### src/rtl/tilemap_cmd_sequencer_pkg.sv
// Shared definitions for the tilemap command sequencer: command codes, register
// indices, FSM states and status bit positions.
package tilemap_seq_pkg;

   localparam logic [2:0] CMD_SCROLL_LEFT  = 3'd1;
   localparam logic [2:0] CMD_SCROLL_RIGHT = 3'd2;
   localparam logic [2:0] CMD_SCROLL_UP    = 3'd3;
   localparam logic [2:0] CMD_SCROLL_DOWN  = 3'd4;
   localparam logic [2:0] CMD_CLEAR        = 3'd5;

   localparam logic [1:0] REG_OFFSET_X = 2'd0;
   localparam logic [1:0] REG_OFFSET_Y = 2'd1;
   localparam logic [1:0] REG_TRIGGER  = 2'd2;
   localparam logic [1:0] REG_SEQCTL   = 2'd3;

   typedef enum logic [1:0] {
      ST_IDLE     = 2'd0,
      ST_WAIT_VBL = 2'd1,
      ST_ISSUE    = 2'd2,
      ST_POLL     = 2'd3
   } seq_state_e;

   localparam int STAT_OVF     = 7;
   localparam int STAT_BAD     = 6;
   localparam int STAT_TMO     = 5;
   localparam int STAT_BUSY    = 4;
   localparam int STAT_FULL    = 3;
   localparam int STAT_CNT_LSB = 0;

   function automatic logic cmd_valid(input logic [7:0] d);
      return (d >= {5'd0, CMD_SCROLL_LEFT}) && (d <= {5'd0, CMD_CLEAR});
   endfunction

endpackage

### src/rtl/tilemap_cmd_sequencer_if.sv
// CPU-side write bus, tilemap register port and status, bundled for the sequencer.
interface tilemap_cmd_sequencer_if;

   logic       vblank;
   logic       cpu_write;
   logic [1:0] cpu_addr;
   logic [7:0] cpu_data;
   logic [7:0] tm_ctl_data_out;
   logic [1:0] tm_addr;
   logic [7:0] tm_data_in;
   logic       tm_write;
   logic [7:0] status;

   modport slave (
      input  vblank, cpu_write, cpu_addr, cpu_data, tm_ctl_data_out,
      output tm_addr, tm_data_in, tm_write, status
   );

   modport master (
      output vblank, cpu_write, cpu_addr, cpu_data, tm_ctl_data_out,
      input  tm_addr, tm_data_in, tm_write, status
   );

endinterface

### src/rtl/tilemap_cmd_sequencer_fifo.sv
// Command FIFO, DEPTH x 3 bits. Flush takes effect before a same-cycle push,
// so flush+push leaves exactly one entry at slot 0.
module tilemap_cmd_fifo #(
   parameter int DEPTH = 4
) (
   input  logic       clk,
   input  logic       rst,
   input  logic       i_push,
   input  logic       i_pop,
   input  logic       i_flush,
   input  logic [2:0] i_data,
   output logic [2:0] o_head,
   output logic [2:0] o_count,
   output logic       o_full,
   output logic       o_empty
);

   localparam int PW = $clog2(DEPTH);

   logic [2:0]    r_mem [DEPTH];
   logic [PW-1:0] r_rd;
   logic [PW-1:0] r_wr;
   logic [2:0]    r_count;
   logic [PW-1:0] w_wr_at;

   assign w_wr_at = i_flush ? '0 : r_wr;

   always_ff @(posedge clk or posedge rst) begin
      if (rst) begin
         r_rd    <= '0;
         r_wr    <= '0;
         r_count <= '0;
      end else if (i_flush) begin
         r_rd    <= '0;
         r_wr    <= i_push ? PW'(1) : '0;
         r_count <= i_push ? 3'd1 : 3'd0;
      end else begin
         if (i_pop)  r_rd <= r_rd + PW'(1);
         if (i_push) r_wr <= r_wr + PW'(1);
         r_count <= r_count + {2'd0, i_push} - {2'd0, i_pop};
      end
   end

   // Storage carries no reset; validity is tracked entirely by the pointers.
   always_ff @(posedge clk) begin
      if (i_push) r_mem[w_wr_at] <= i_data;
   end

   assign o_head  = r_mem[r_rd];
   assign o_count = r_count;
   assign o_full  = (r_count == 3'(DEPTH));
   assign o_empty = (r_count == 3'd0);

endmodule

### src/rtl/tilemap_cmd_sequencer.sv
// Queues CPU tilemap commands and issues them one at a time to the trigger
// register during vblank, polling for completion with a timeout.
module tilemap_cmd_sequencer
   import tilemap_seq_pkg::*;
#(
   parameter int          DEPTH   = 4,
   parameter logic [23:0] TIMEOUT = 24'd4000000
) (
   input logic                     clk,
   input logic                     reset,
   tilemap_cmd_sequencer_if.slave  bus
);

   seq_state_e  r_state, w_state_nxt;
   logic [23:0] r_cnt, w_cnt_nxt;
   logic        r_ovf, r_bad, r_tmo;
   logic        w_fwd, w_enq, w_cmd_ok, w_flush, w_clr;
   logic        w_pop, w_push, w_tmo_set;
   logic [2:0]  w_head, w_count;
   logic        w_full, w_empty;
   logic        w_tm_write;
   logic [1:0]  w_tm_addr;
   logic [7:0]  w_tm_data;
   logic [7:0]  w_status;

   always_comb begin
      w_fwd    = bus.cpu_write && !reset &&
                 ((bus.cpu_addr == REG_OFFSET_X) || (bus.cpu_addr == REG_OFFSET_Y));
      w_enq    = bus.cpu_write && (bus.cpu_addr == REG_TRIGGER);
      w_cmd_ok = cmd_valid(bus.cpu_data);
      w_flush  = bus.cpu_write && (bus.cpu_addr == REG_SEQCTL) && bus.cpu_data[0];
      w_clr    = bus.cpu_write && (bus.cpu_addr == REG_SEQCTL) && bus.cpu_data[1];
   end

   // A full FIFO still accepts a command when the head leaves or is flushed this cycle.
   assign w_push = w_enq && w_cmd_ok && (!w_full || w_pop || w_flush);

   tilemap_cmd_fifo #(.DEPTH(DEPTH)) u_fifo (
      .clk     (clk),
      .rst     (reset),
      .i_push  (w_push),
      .i_pop   (w_pop),
      .i_flush (w_flush),
      .i_data  (bus.cpu_data[2:0]),
      .o_head  (w_head),
      .o_count (w_count),
      .o_full  (w_full),
      .o_empty (w_empty)
   );

   always_comb begin
      w_state_nxt = r_state;
      w_cnt_nxt   = r_cnt;
      w_pop       = 1'b0;
      w_tmo_set   = 1'b0;
      w_tm_write  = 1'b0;
      w_tm_addr   = 2'd0;
      w_tm_data   = 8'd0;
      if (w_fwd) begin
         w_tm_write = 1'b1;
         w_tm_addr  = bus.cpu_addr;
         w_tm_data  = bus.cpu_data;
      end
      case (r_state)
         ST_IDLE: if (!w_empty) w_state_nxt = ST_WAIT_VBL;
         ST_WAIT_VBL: begin
            if (w_flush && !(w_enq && w_cmd_ok)) w_state_nxt = ST_IDLE;
            else if (bus.vblank)                 w_state_nxt = ST_ISSUE;
         end
         ST_ISSUE: begin
            // A same-cycle offset forward owns the port; the issue slips a cycle.
            if (!w_fwd) begin
               w_tm_write  = 1'b1;
               w_tm_addr   = REG_TRIGGER;
               w_tm_data   = {5'd0, w_head};
               w_pop       = 1'b1;
               w_cnt_nxt   = 24'd0;
               w_state_nxt = ST_POLL;
            end
         end
         ST_POLL: begin
            if (!w_fwd) w_tm_addr = REG_TRIGGER;
            if (!w_fwd && (bus.tm_ctl_data_out == 8'd0)) begin
               w_state_nxt = ST_IDLE;
            end else begin
               w_cnt_nxt = r_cnt + 24'd1;
               if (w_cnt_nxt == TIMEOUT) begin
                  w_tmo_set   = 1'b1;
                  w_state_nxt = ST_IDLE;
               end
            end
         end
         default: w_state_nxt = ST_IDLE;
      endcase
   end

   always_ff @(posedge clk or posedge reset) begin
      if (reset) begin
         r_state <= ST_IDLE;
         r_cnt   <= 24'd0;
         r_ovf   <= 1'b0;
         r_bad   <= 1'b0;
         r_tmo   <= 1'b0;
      end else begin
         r_state <= w_state_nxt;
         r_cnt   <= w_cnt_nxt;
         if (w_clr) begin
            r_ovf <= 1'b0;
            r_bad <= 1'b0;
            r_tmo <= 1'b0;
         end
         if (w_enq && w_cmd_ok && !w_push) r_ovf <= 1'b1;
         if (w_enq && !w_cmd_ok)           r_bad <= 1'b1;
         if (w_tmo_set)                    r_tmo <= 1'b1;
      end
   end

   always_comb begin
      w_status                       = 8'd0;
      w_status[STAT_OVF]             = r_ovf;
      w_status[STAT_BAD]             = r_bad;
      w_status[STAT_TMO]             = r_tmo;
      w_status[STAT_BUSY]            = (r_state == ST_ISSUE) || (r_state == ST_POLL);
      w_status[STAT_FULL]            = w_full;
      w_status[STAT_CNT_LSB +: 3]    = w_count;
   end

   assign bus.tm_write   = w_tm_write;
   assign bus.tm_addr    = w_tm_addr;
   assign bus.tm_data_in = w_tm_data;
   assign bus.status     = w_status;

endmodule

### src/flat_wrapper.sv
// flat-port wrapper written by rule: the top's interface ports become plain ports
module tilemap_cmd_sequencer_flat import tilemap_seq_pkg::*;
#(
   parameter int          DEPTH   = 4,
   parameter logic [23:0] TIMEOUT = 24'd4000000
)
  (clk, reset, bus_vblank, bus_cpu_write, bus_cpu_addr, bus_cpu_data, bus_tm_ctl_data_out, bus_tm_addr, bus_tm_data_in, bus_tm_write, bus_status);
  tilemap_cmd_sequencer_if bus_i ();
  input logic clk;
  input logic reset;
  input wire logic [$bits(bus_i.vblank)-1:0] bus_vblank;
  input wire logic [$bits(bus_i.cpu_write)-1:0] bus_cpu_write;
  input wire logic [$bits(bus_i.cpu_addr)-1:0] bus_cpu_addr;
  input wire logic [$bits(bus_i.cpu_data)-1:0] bus_cpu_data;
  input wire logic [$bits(bus_i.tm_ctl_data_out)-1:0] bus_tm_ctl_data_out;
  output wire logic [$bits(bus_i.tm_addr)-1:0] bus_tm_addr;
  output wire logic [$bits(bus_i.tm_data_in)-1:0] bus_tm_data_in;
  output wire logic [$bits(bus_i.tm_write)-1:0] bus_tm_write;
  output wire logic [$bits(bus_i.status)-1:0] bus_status;
  assign bus_i.vblank = bus_vblank;
  assign bus_i.cpu_write = bus_cpu_write;
  assign bus_i.cpu_addr = bus_cpu_addr;
  assign bus_i.cpu_data = bus_cpu_data;
  assign bus_i.tm_ctl_data_out = bus_tm_ctl_data_out;
  assign bus_tm_addr = bus_i.tm_addr;
  assign bus_tm_data_in = bus_i.tm_data_in;
  assign bus_tm_write = bus_i.tm_write;
  assign bus_status = bus_i.status;
  tilemap_cmd_sequencer #(.DEPTH(DEPTH), .TIMEOUT(TIMEOUT)) u_core (.clk(clk), .reset(reset), .bus(bus_i));
endmodule
### config.mk
export PLATFORM = sky130hd
export DESIGN_NAME = tilemap_cmd_sequencer_flat
export DESIGN_NICKNAME = d
export VERILOG_FILES = /design/src/rtl/tilemap_cmd_sequencer_pkg.sv /design/src/rtl/tilemap_cmd_sequencer_if.sv /design/src/rtl/tilemap_cmd_sequencer_fifo.sv /design/src/rtl/tilemap_cmd_sequencer.sv /design/src/flat_wrapper.sv
export SDC_FILE = /design/constraint.sdc
export NUM_CORES = 1
export LEC_CHECK = 0
export ABC_AREA = 0
export BUFFER_PORTS_ARGS = -buffer_cell sky130_fd_sc_hd__buf_2
export CAP_MARGIN = 10
export CORE_MARGIN = 2
export CORE_UTILIZATION = 35
export CTS_BUF_LIST = sky130_fd_sc_hd__clkbuf_16
export DETAILED_ROUTE_END_ITERATION = 10
export PLACE_DENSITY = 0.5
export SYNTH_ARGS = -nofsm -noshare
export SYNTH_HDL_FRONTEND = slang
export SYNTH_SLANG_ARGS = --single-unit
### constraint.sdc
create_clock -name clk -period 3.3 [get_ports clk]
set_input_delay 0.33 -clock clk [delete_from_list [all_inputs] [get_ports clk]]
set_output_delay 0.33 -clock clk [all_outputs]
set_load 0.005 [all_outputs]
# Word-level counts from Yosys, hierarchy flattened
# Memories as Yosys holds them, arrays and structs flattened.
# Cells that the tools add are included.
[totals] elab_cells=103 romBits=0 latchBits=0 input_bits=22 mem_count=1 register_bits=36 mem_bits_rw=12
[classes] shifts=0 n_div=0 add_sub_neg=5 order_cmp=2 eq_ne=13 mux=38 bitwise_logic=0 n_reduce_logical=36 mul=0
[memory_table] name="u_core.u_fifo.r_mem" depth=4 width=3 read_ports=1 rd_clocked_by_memory_dff=0 wr=1 line="tilemap_cmd_sequencer_fifo.sv:20" source="logic [2:0] r_mem [DEPTH];"
[op_table] operator="two-way mux 24 bit" n=2
[op_table] operator="case mux 24 bit (2 select lines)" n=1
[op_table] operator="two-way mux 2 bit" n=14
[op_table] operator="adder 24 x 1 -> 24 bit (second input constant)" n=1
[op_table] operator="equality test 24 x 22 -> 1 bit (second input constant)" n=1
[op_table] operator="two-way mux 8 bit" n=3
[op_table] operator="two-way mux 1 bit" n=16
[op_table] operator="logical AND 1 bit" n=13
[op_table] operator="nonzero test 2 bit" n=6
[op_table] operator="equality test 2 bit (second input constant)" n=4
[op_table] operator=">= comparator 8 x 1 -> 1 bit (second input constant)" n=1
[op_table] operator="less-or-equal comparator 8 x 3 -> 1 bit (second input constant)" n=1
[op_table] operator="zero test 8 bit" n=1
[op_table] operator="case mux 2 bit (4 select lines)" n=1
[op_table] operator="zero test 1 bit" n=6
[op_table] operator="inequality test 2 bit (second input constant)" n=3
[op_table] operator="adder 2 x 1 -> 2 bit (second input constant)" n=2
[op_table] operator="equality test 2 x 1 -> 1 bit (second input constant)" n=2
[op_table] operator="zero test 2 bit" n=2
[op_table] operator="logical OR 1 bit" n=4
[op_table] operator="AND reduction 4 bit" n=1
[op_table] operator="adder 3 x 1 -> 3 bit" n=1
[op_table] operator="equality test 3 bit (second input constant)" n=1
[op_table] operator="zero test 3 bit" n=1
[op_table] operator="6 further kinds" n=6

# Logic depth before layout (Yosys ltp)
# Gate-level depths: netlist (run 1).
[depth] depth_word=11 depth_mapped=14 depth_no_buf=12

# Modules after synthesis
# A second synthesis (run 1) with hierarchy kept.
[hier_totals] cells_unflattened=327 area_unflattened_um2=2966.6
[modules_own_cells] module="tilemap_cmd_sequencer" instances=1 area_per_inst_um2=2129.5 seq_area_each_um2=725.7 cells_per_inst=274
[modules_own_cells] module="tilemap_cmd_fifo" instances=1 area_per_inst_um2=837.1 seq_area_each_um2=535.5 cells_per_inst=53

# Worst setup path before layout (run 1)
# No wires, ideal clock.
[synth_timing] kind="input -> register" from="in reset" to="reg u_core.u_fifo.r_count[2], in the netlist u_core.u_fifo.o_count[2]" setup_time_ps=139 path_slack_ps=777 n_path_buf=2 path_stages=14 arrival_ps=2384 cell_sequence="nor2_2 > and2_4 > buf_6 > or2_1 > buf_2 > clkinv_1 > ha_1 > inv_1 > ha_1 > inv_1 > fa_1 > xor2_1 > xnor2_1 > nor2_1"
[synth_between] elab_chain_len=11
[synth_lines] item="start: declaration" line="flat_wrapper.sv:10" source="input logic reset;"
[synth_lines] item="zero test 1 bit (no source line) (*)"
[synth_lines] item="logical AND 1 bit (*) (2 in series)" line="tilemap_cmd_sequencer.sv:27" source="w_fwd = bus.cpu_write && !reset &&"
[synth_lines] item="two-way mux 1 bit (*)" line="tilemap_cmd_sequencer.sv:72" source="if (!w_fwd) begin"
[synth_lines] item="two-way mux 1 bit (*)" line="tilemap_cmd_sequencer.sv:64" source="case (r_state)"
[synth_lines] item="logical OR 1 bit (2 in series)" line="tilemap_cmd_sequencer.sv:36" source="assign w_push = w_enq && w_cmd_ok && (!w_full || w_pop || w_flush);"
[synth_lines] item="logical AND 1 bit" line="tilemap_cmd_sequencer.sv:36"
[synth_lines] item="adder 3 x 1 -> 3 bit" line="tilemap_cmd_sequencer_fifo.sv:40" source="r_count <= r_count + {2'd0, i_push} - {2'd0, i_pop};"
[synth_lines] item="subtractor 3 x 1 -> 3 bit (*)" line="tilemap_cmd_sequencer_fifo.sv:40"
[synth_lines] item="two-way mux 3 bit (*)" line="tilemap_cmd_sequencer_fifo.sv:33" source="end else if (i_flush) begin"
[synth_lines] item="end signal: assignment" line="tilemap_cmd_sequencer_fifo.sv:36" source="r_count <= i_push ? 3'd1 : 3'd0;"
[synth_lines] item="end signal: assignment" line="tilemap_cmd_sequencer_fifo.sv:40"
[synth_lines] item="end: declaration" line="tilemap_cmd_sequencer_fifo.sv:23" source="logic [2:0] r_count;"
# Mark *: on every way between the ends. The rest lies on a longest branch, timed or not.
# A chain may end at the register's enable or synchronous reset.

==> results of run 1 <==
-- how the worst min path moves through the flow --
stage / start / endpoint / slack (ns)
after global routing: reset / u_core.r_bad$_DFFE_PP0P_ / 0.22
after CTS: reset / u_core.r_bad$_DFFE_PP0P_ / 0.21
after global placement: u_core.r_tmo$_DFFE_PP0P_ / u_core.r_tmo$_DFFE_PP0P_ / 0.49
after floorplan: bus_cpu_data[0] / u_core.u_fifo.r_mem[0][0]$_DFFE_PP_ / 0.43
after detailed placement: u_core.r_tmo$_DFFE_PP0P_ / u_core.r_tmo$_DFFE_PP0P_ / 0.49
final: reset / u_core.r_bad$_DFFE_PP0P_ / 0.17
-- cells in the mapped netlist, types with 3 or more instances --
| cell type | count |
|---|---|
| nand4_1 | 11 |
| a31oi_1 | 6 |
| nand3_1 | 12 |
| xnor2_1 | 6 |
| ha_1 | 3 |
| inv_1 | 6 |
| nor2b_1 | 3 |
| o31ai_1 | 5 |
| buf_2 | 6 |
| clkbuf_1 | 10 |
| mux4_2 | 3 |
| and2_1 | 3 |
| and3_1 | 12 |
| a21oi_1 | 9 |
| dfrtp_1 | 36 |
| buf_4 | 4 |
| nand2_1 | 27 |
| edfxtp_1 | 12 |
| o41ai_1 | 3 |
| a22o_1 | 4 |
| xor2_1 | 8 |
| nand2b_1 | 3 |
| nor3_1 | 5 |
| o21ai_0 | 34 |
| nor2_1 | 25 |
| and4_1 | 4 |
-- layout by cell type (no fill, tap or decap), types with 6 or more instances in the layout --
cell type	n
nand2_1	27
nor2_1	25
nand3_1	12
nand4_1	11
dfrtp_1	36
inv_1	6
a31oi_1	6
xor2_1	8
a21oi_1	9
edfxtp_1	12
xnor2_1	6
o21ai_0	34
buf_2	40
and3_1	12
-- routing by layer --
| metal | GRT usage (%) | up-vias |
|---|---|---|
| li1 | - | 1172 |
| met2 | 24.17 | 66 |
| met5 | 0 | - |
| met3 | 3.033 | 4 |
| met1 | 24.10 | 1140 |
| met4 | 3.986 | 0 |
-- cell families after synthesis --
family / synth area share [%]
AOI/OAI and AO/OA: 17.14
adders and majority gates: 2.012
and+or+nand+nor: 24.09
DFF: 44.08
xor gates and xnor gates: 4.285
buffers and inverters: 4.897
muxes: 3.498
-- state kept, by name (all words and copies together) (netlist names), named ones only --
register,cells
u_core.u_fifo.r_wr,2
u_core.r_ovf,1
u_core.u_fifo.r_rd,2
u_core.r_state,1
u_core.r_bad,1
u_core.u_fifo.o_count,3
u_core.r_cnt,24
u_core.u_fifo.r_mem,12
u_core.r_tmo,1
-- per-stage QoR --
step / util, % / total power, mW / instances / instance area, um^2 / hold slack [ns]
after floorplan: - / 1.269 / 299 / 2861 / 0.4289
after global placement: 40.00 / 1.478 / 424 / 3123 / 0.4893
after detailed placement: 40.00 / 1.477 / 424 / 3123 / 0.4885
after CTS: 42.48 / 2.153 / 432 / 3317 / 0.2067
after global routing: 42.48 / 2.269 / 432 / 3317 / 0.2236
final: 42.48 / 2.125 / 432 / 3317 / 0.1660
-- critical path, cell delays in order, from the launching register on --
cell and delay [ns]:
dfrtp_1 0.55, nand2b_1 0.11, or2_1 0.35, a2111oi_4 0.55, ha_1 0.23, inv_1 0.05
fa_1 0.37, xor2_1 0.17, xnor2_1 0.13, nor2_1 0.05
-- power by group through the flow --
stage	clock, mW	combinational [mW]	sequential (mW)
final	0.672	0.645	0.808
after global routing	0.704	0.735	0.829
after CTS	0.686	0.660	0.808
after detailed placement	0	0.659	0.819
after global placement	0	0.657	0.821
after floorplan	0	0.522	0.746
-- area by class of cell --
class | count | area (um^2)
fill | 760 | 4491
inverter | 7 | 26.28
clock inverter | 3 | 68.82
timing repair buffer | 45 | 237.7
sequential | 48 | 1261
tap | 102 | 127.6
clock buffer | 5 | 125.1
multi-input combinational | 222 | 1470
==> reports/qor.txt, run 1 <==
Vias in the first global route -> 2282
Setup TNS -> 0 ns
Clock buffer depth -> 2
# DRC -> 0
Core footprint -> 7807 um^2
Final WS setup -> 0.6053 ns
Top cells by area, synth -> dfrtp_1 31%, edfxtp_1 13%, o21ai_0 5.9%, nand2_1 3.5%, nor2_1 3.3%
Cell count after synthesis -> 299
Iter 0 DRT Violations -> 144
Peak supply drop -> 0.3848 mV
Hold Fails Final Rpt -> 0
Fmax -> 371.1 MHz
Final setup fails -> 0
Area Overhead vs Synth -> 15.92%
H-tree levels -> 2
Worst Path Required -> 3.45 ns
Post-Syn Nets -> 325
Wire per inst -> 15.19 um
Hold WC Path Type -> in -> async
Max Used Layer -> met4
Post-CTS resize count -> 0
I/O pin count -> 41
Share of layout cells above drive strength 1 -> 20.91%
DRT Wirelength -> 6562 um
ANT cells -> 0
Pin count of the biggest net entering global routing -> 33
# rows -> 32
Number of I/O port buffers -> 40
YS warnings -> 0
Initial antenna violation count -> 0
Sw Share -> 34.45%
R2R Setup Slk -> 0.61 ns
Nets -> 355
Clock Pin Slew Worst Setup and Hold Paths -> 0.07 ns
Slew of the pin with the lowest slew margin -> 0.7262 ns
Die H -> 94.42 um
Crit share post-route -> 81.66%
DRT Pass-1 Iters -> 4
CTS tree -> built
Initial Util -> 36.65%
Period minus WS final -> 2.695 ns
Cell internal pwr -> 1.393 mW
Yosys reg bits -> 48
Sequential share of power -> 38.0%
Share of the synthesized area in the top cell type -> 31.48%
Slew Limit Headroom -> 51.54%
GRT Util Overall -> 16.15%
Number of distinct library cells after synthesis -> 59
Routed length on met2 -> 2896 um
Clk_lat worst skew -> 0.29 ns
Power per cell area -> 640.5 nW/um^2
Dpl hpwl -> 4598 um
Pleak -> 1.388 nW
Clock power frac -> 31.6%
Worst Setup Start Kind -> register
Post-Syn Area -> 2861 um^2
Layout Skew -> 0.008442 ns
Final GP Congestion -> 0.8102
Area leader, netlist -> dfrtp_1
Syn Area/Cell -> 9.570 um^2
Total gr overflow -> 0
Number of flops mapped to enable cells by yosys -> 12
Worst Setup EP -> u_core.u_fifo.o_count[2]$_DFF_PP0_
Post-CTS Hold Fix Bufs -> 0
First-pass GRT wire length -> 11390 um
Combinational fraction of design power -> 30.4%
RSZ-0062 raised after global routing -> false
FF-to-FF End -> u_core.u_fifo.o_count[2]$_DFF_PP0_
Root Buffer -> clkbuf_16
Data arrival time of the worst path -> 2.85 ns
Sink Count -> 48
CP endpoint kind -> register
Wire length on met3 -> 340 um
Pre-CTS setup slack -> 0.5041 ns
Crit path kind -> reg -> reg
Horiz. Die Dim -> 94.42 um
Reg2reg path depth -> 9
Most used DFF post-synth -> dfrtp_1
Num CTS Buffers -> 5
Metal-1 WL -> 3278 um
Die area -> 8915 um^2
Run status -> complete, no violations
Async SR Flop Fraction -> 75.00%
Max_cap viols -> 0
Net switching power -> 731.9 uW
Post-synthesis sequential area ratio -> 44.08%
Avg Vias per Cell -> 5.514
Post-DRT Antenna Nets -> 0
Via count -> 2382
# Post-CTS Setup Buffers -> 0
Crit path max fanout -> 10
Max Slew Vio Count -> 0
(Power assumes the default switching activity.)
==> inputs of run 2 (changes only) <==
Clock period 3.3 ns to 2.7 ns, I/O delays scaled along.
==> reports/qor.txt, run 2 (synthesized netlist as in run 1, its figures left out) <==
Max Slew Vio Count -> 0
Max Used Layer -> met4
CP endpoint kind -> register
Setup TNS -> 0 ns
Area Overhead vs Synth -> 17.23%
Slew of the pin with the lowest slew margin -> 0.9290 ns
Most flops, register -> u_core.r_cnt
FF/Latch Area -> 1261 um^2
Sink Count -> 48
Fmax -> 430.4 MHz
Slew Limit Headroom -> 38.00%
Horiz. Die Dim -> 94.42 um
Max reg flops -> 24
Post-CTS Hold Fix Bufs -> 0
Vias in the first global route -> 2211
I/O pin count -> 41
H-tree levels -> 2
Final GP Congestion -> 0.8334
Initial antenna violation count -> 0
Most frequent cells in the layout -> 40 x buf_2, 36 x dfrtp_1, 34 x o21ai_0, 27 x nand2_1, 25 x nor2_1
Tot Pwr -> 2.550 mW
GRT Util Overall -> 15.69%
Wire length on met3 -> 247 um
R2R Setup Slk -> 0.38 ns
Data arrival time of the worst path -> 2.50 ns
RSZ-0062 raised after global routing -> false
Multi-input logic area -> 1470 um^2
Die H -> 94.42 um
ANT cells -> 0
Crit share post-route -> 86.05%
Metal-1 WL -> 3432 um
Root Buffer -> clkbuf_16
# DRC -> 0
Avg Vias per Cell -> 5.409
# Post-CTS Setup Buffers -> 0
FILL cells -> 774
Commonest non-fill, non-tap cell in the layout -> buf_2
Worst Setup Start Kind -> register
DRT Pass-1 Iters -> 4
Pleak -> 1.415 nW
Run status -> complete, no violations
Share of layout cells above drive strength 1 -> 22.78%
Max_cap viols -> 0
Period minus WS final -> 2.323 ns
Layout Skew -> 0.003407 ns
Crit path max fanout -> 7
Reg2reg path depth -> 9
Post-CTS resize count -> 0
Iter 0 DRT Violations -> 131
Hold WS -> 0.1948 ns
Pin count of the biggest net entering global routing -> 33
First-pass GRT wire length -> 11100 um
Nets -> 363
Core footprint -> 7807 um^2
DRT Wirelength -> 6671 um
Power per cell area -> 760.0 nW/um^2
Fin cells -> 440
Worst Path Required -> 2.88 ns
Crit path kind -> reg -> reg
Clock buffer depth -> 2
CTS tree -> built
Peak supply drop -> 0.6331 mV
Final setup fails -> 0
Post-layout util -> 42.96%
Routed length on met2 -> 2944 um
Post-DRT Antenna Nets -> 0
Wire per inst -> 15.16 um
Hold Fails Final Rpt -> 0
Placed Instances -> 432
Total gr overflow -> 0
# rows -> 32
Die area -> 8915 um^2
Clk_lat worst skew -> 0.29 ns
Via count -> 2380
Num CTS Buffers -> 5
Number of I/O port buffers -> 40
Initial Util -> 36.65%
Hold WC Path Type -> in -> async
Dpl hpwl -> 4742 um
Clock Pin Slew Worst Setup and Hold Paths -> 0.07 ns
==> run 2: final timing paths <==
path	startpoint	endpoint
max in group asynchronous	reset	u_core.r_cnt[7]$_DFFE_PP0P_
min in group clk	bus_cpu_data[2]	u_core.u_fifo.r_mem[2][2]$_DFFE_PP_
min	reset	u_core.r_bad$_DFFE_PP0P_
max reg2reg	u_core.r_state[0]$_DFFE_PP0P_	u_core.u_fifo.o_count[2]$_DFF_PP0_
max	u_core.r_state[0]$_DFFE_PP0P_	u_core.u_fifo.o_count[2]$_DFF_PP0_
min reg2reg	u_core.r_cnt[23]$_DFFE_PP0P_	u_core.r_cnt[23]$_DFFE_PP0P_
==> run 2: worst max-delay path, stage by stage, from the launching register on <==
cell,delay [ns]
dfrtp_1,0.37
nand2b_1,0.17
or2_1,0.34
a2111oi_4,0.37
ha_1,0.20
inv_1,0.05
fa_1,0.37
xor2_1,0.16
xnor2_1,0.13
nor2_1,0.05
==> run 2: area by class of cell <==
cell class	instances	area share [%]
Inverter	7	0.7833
Clock buffer	5	3.730
Sequential cell	48	37.60
Tap cell	102	3.805
Multi-Input combinational cell	222	43.83
Timing Repair Buffer	53	8.877
Clock inverter	3	1.380
==> run 2: per-layer routing <==
metal  global-route usage [%]  vias to the layer above
met3                    2.155                        5
met2                    23.99                       46
met4                    4.348                        0
met5                        0                        -
li1                         -                     1182
met1                    23.28                     1147
==> run 2: report_power, final <==
| part | leakage (nW) | internal, mW | switching (mW) |
|---|---|---|---|
| logic | 0.750 | 0.371 | 0.497 |
| registers | 0.585 | 0.829 | 0.129 |
| clock network | 0.0804 | 0.440 | 0.283 |
==> run 2: stage by stage <==
stage               setup WS (ns)  instance area, um^2
floorplan                  0.1782                 2861
global placement           0.1854                 3183
detailed placement        0.09813                 3183
CTS                        0.3434                 3354
global route               0.1914                 3354
finish                     0.3766                 3354
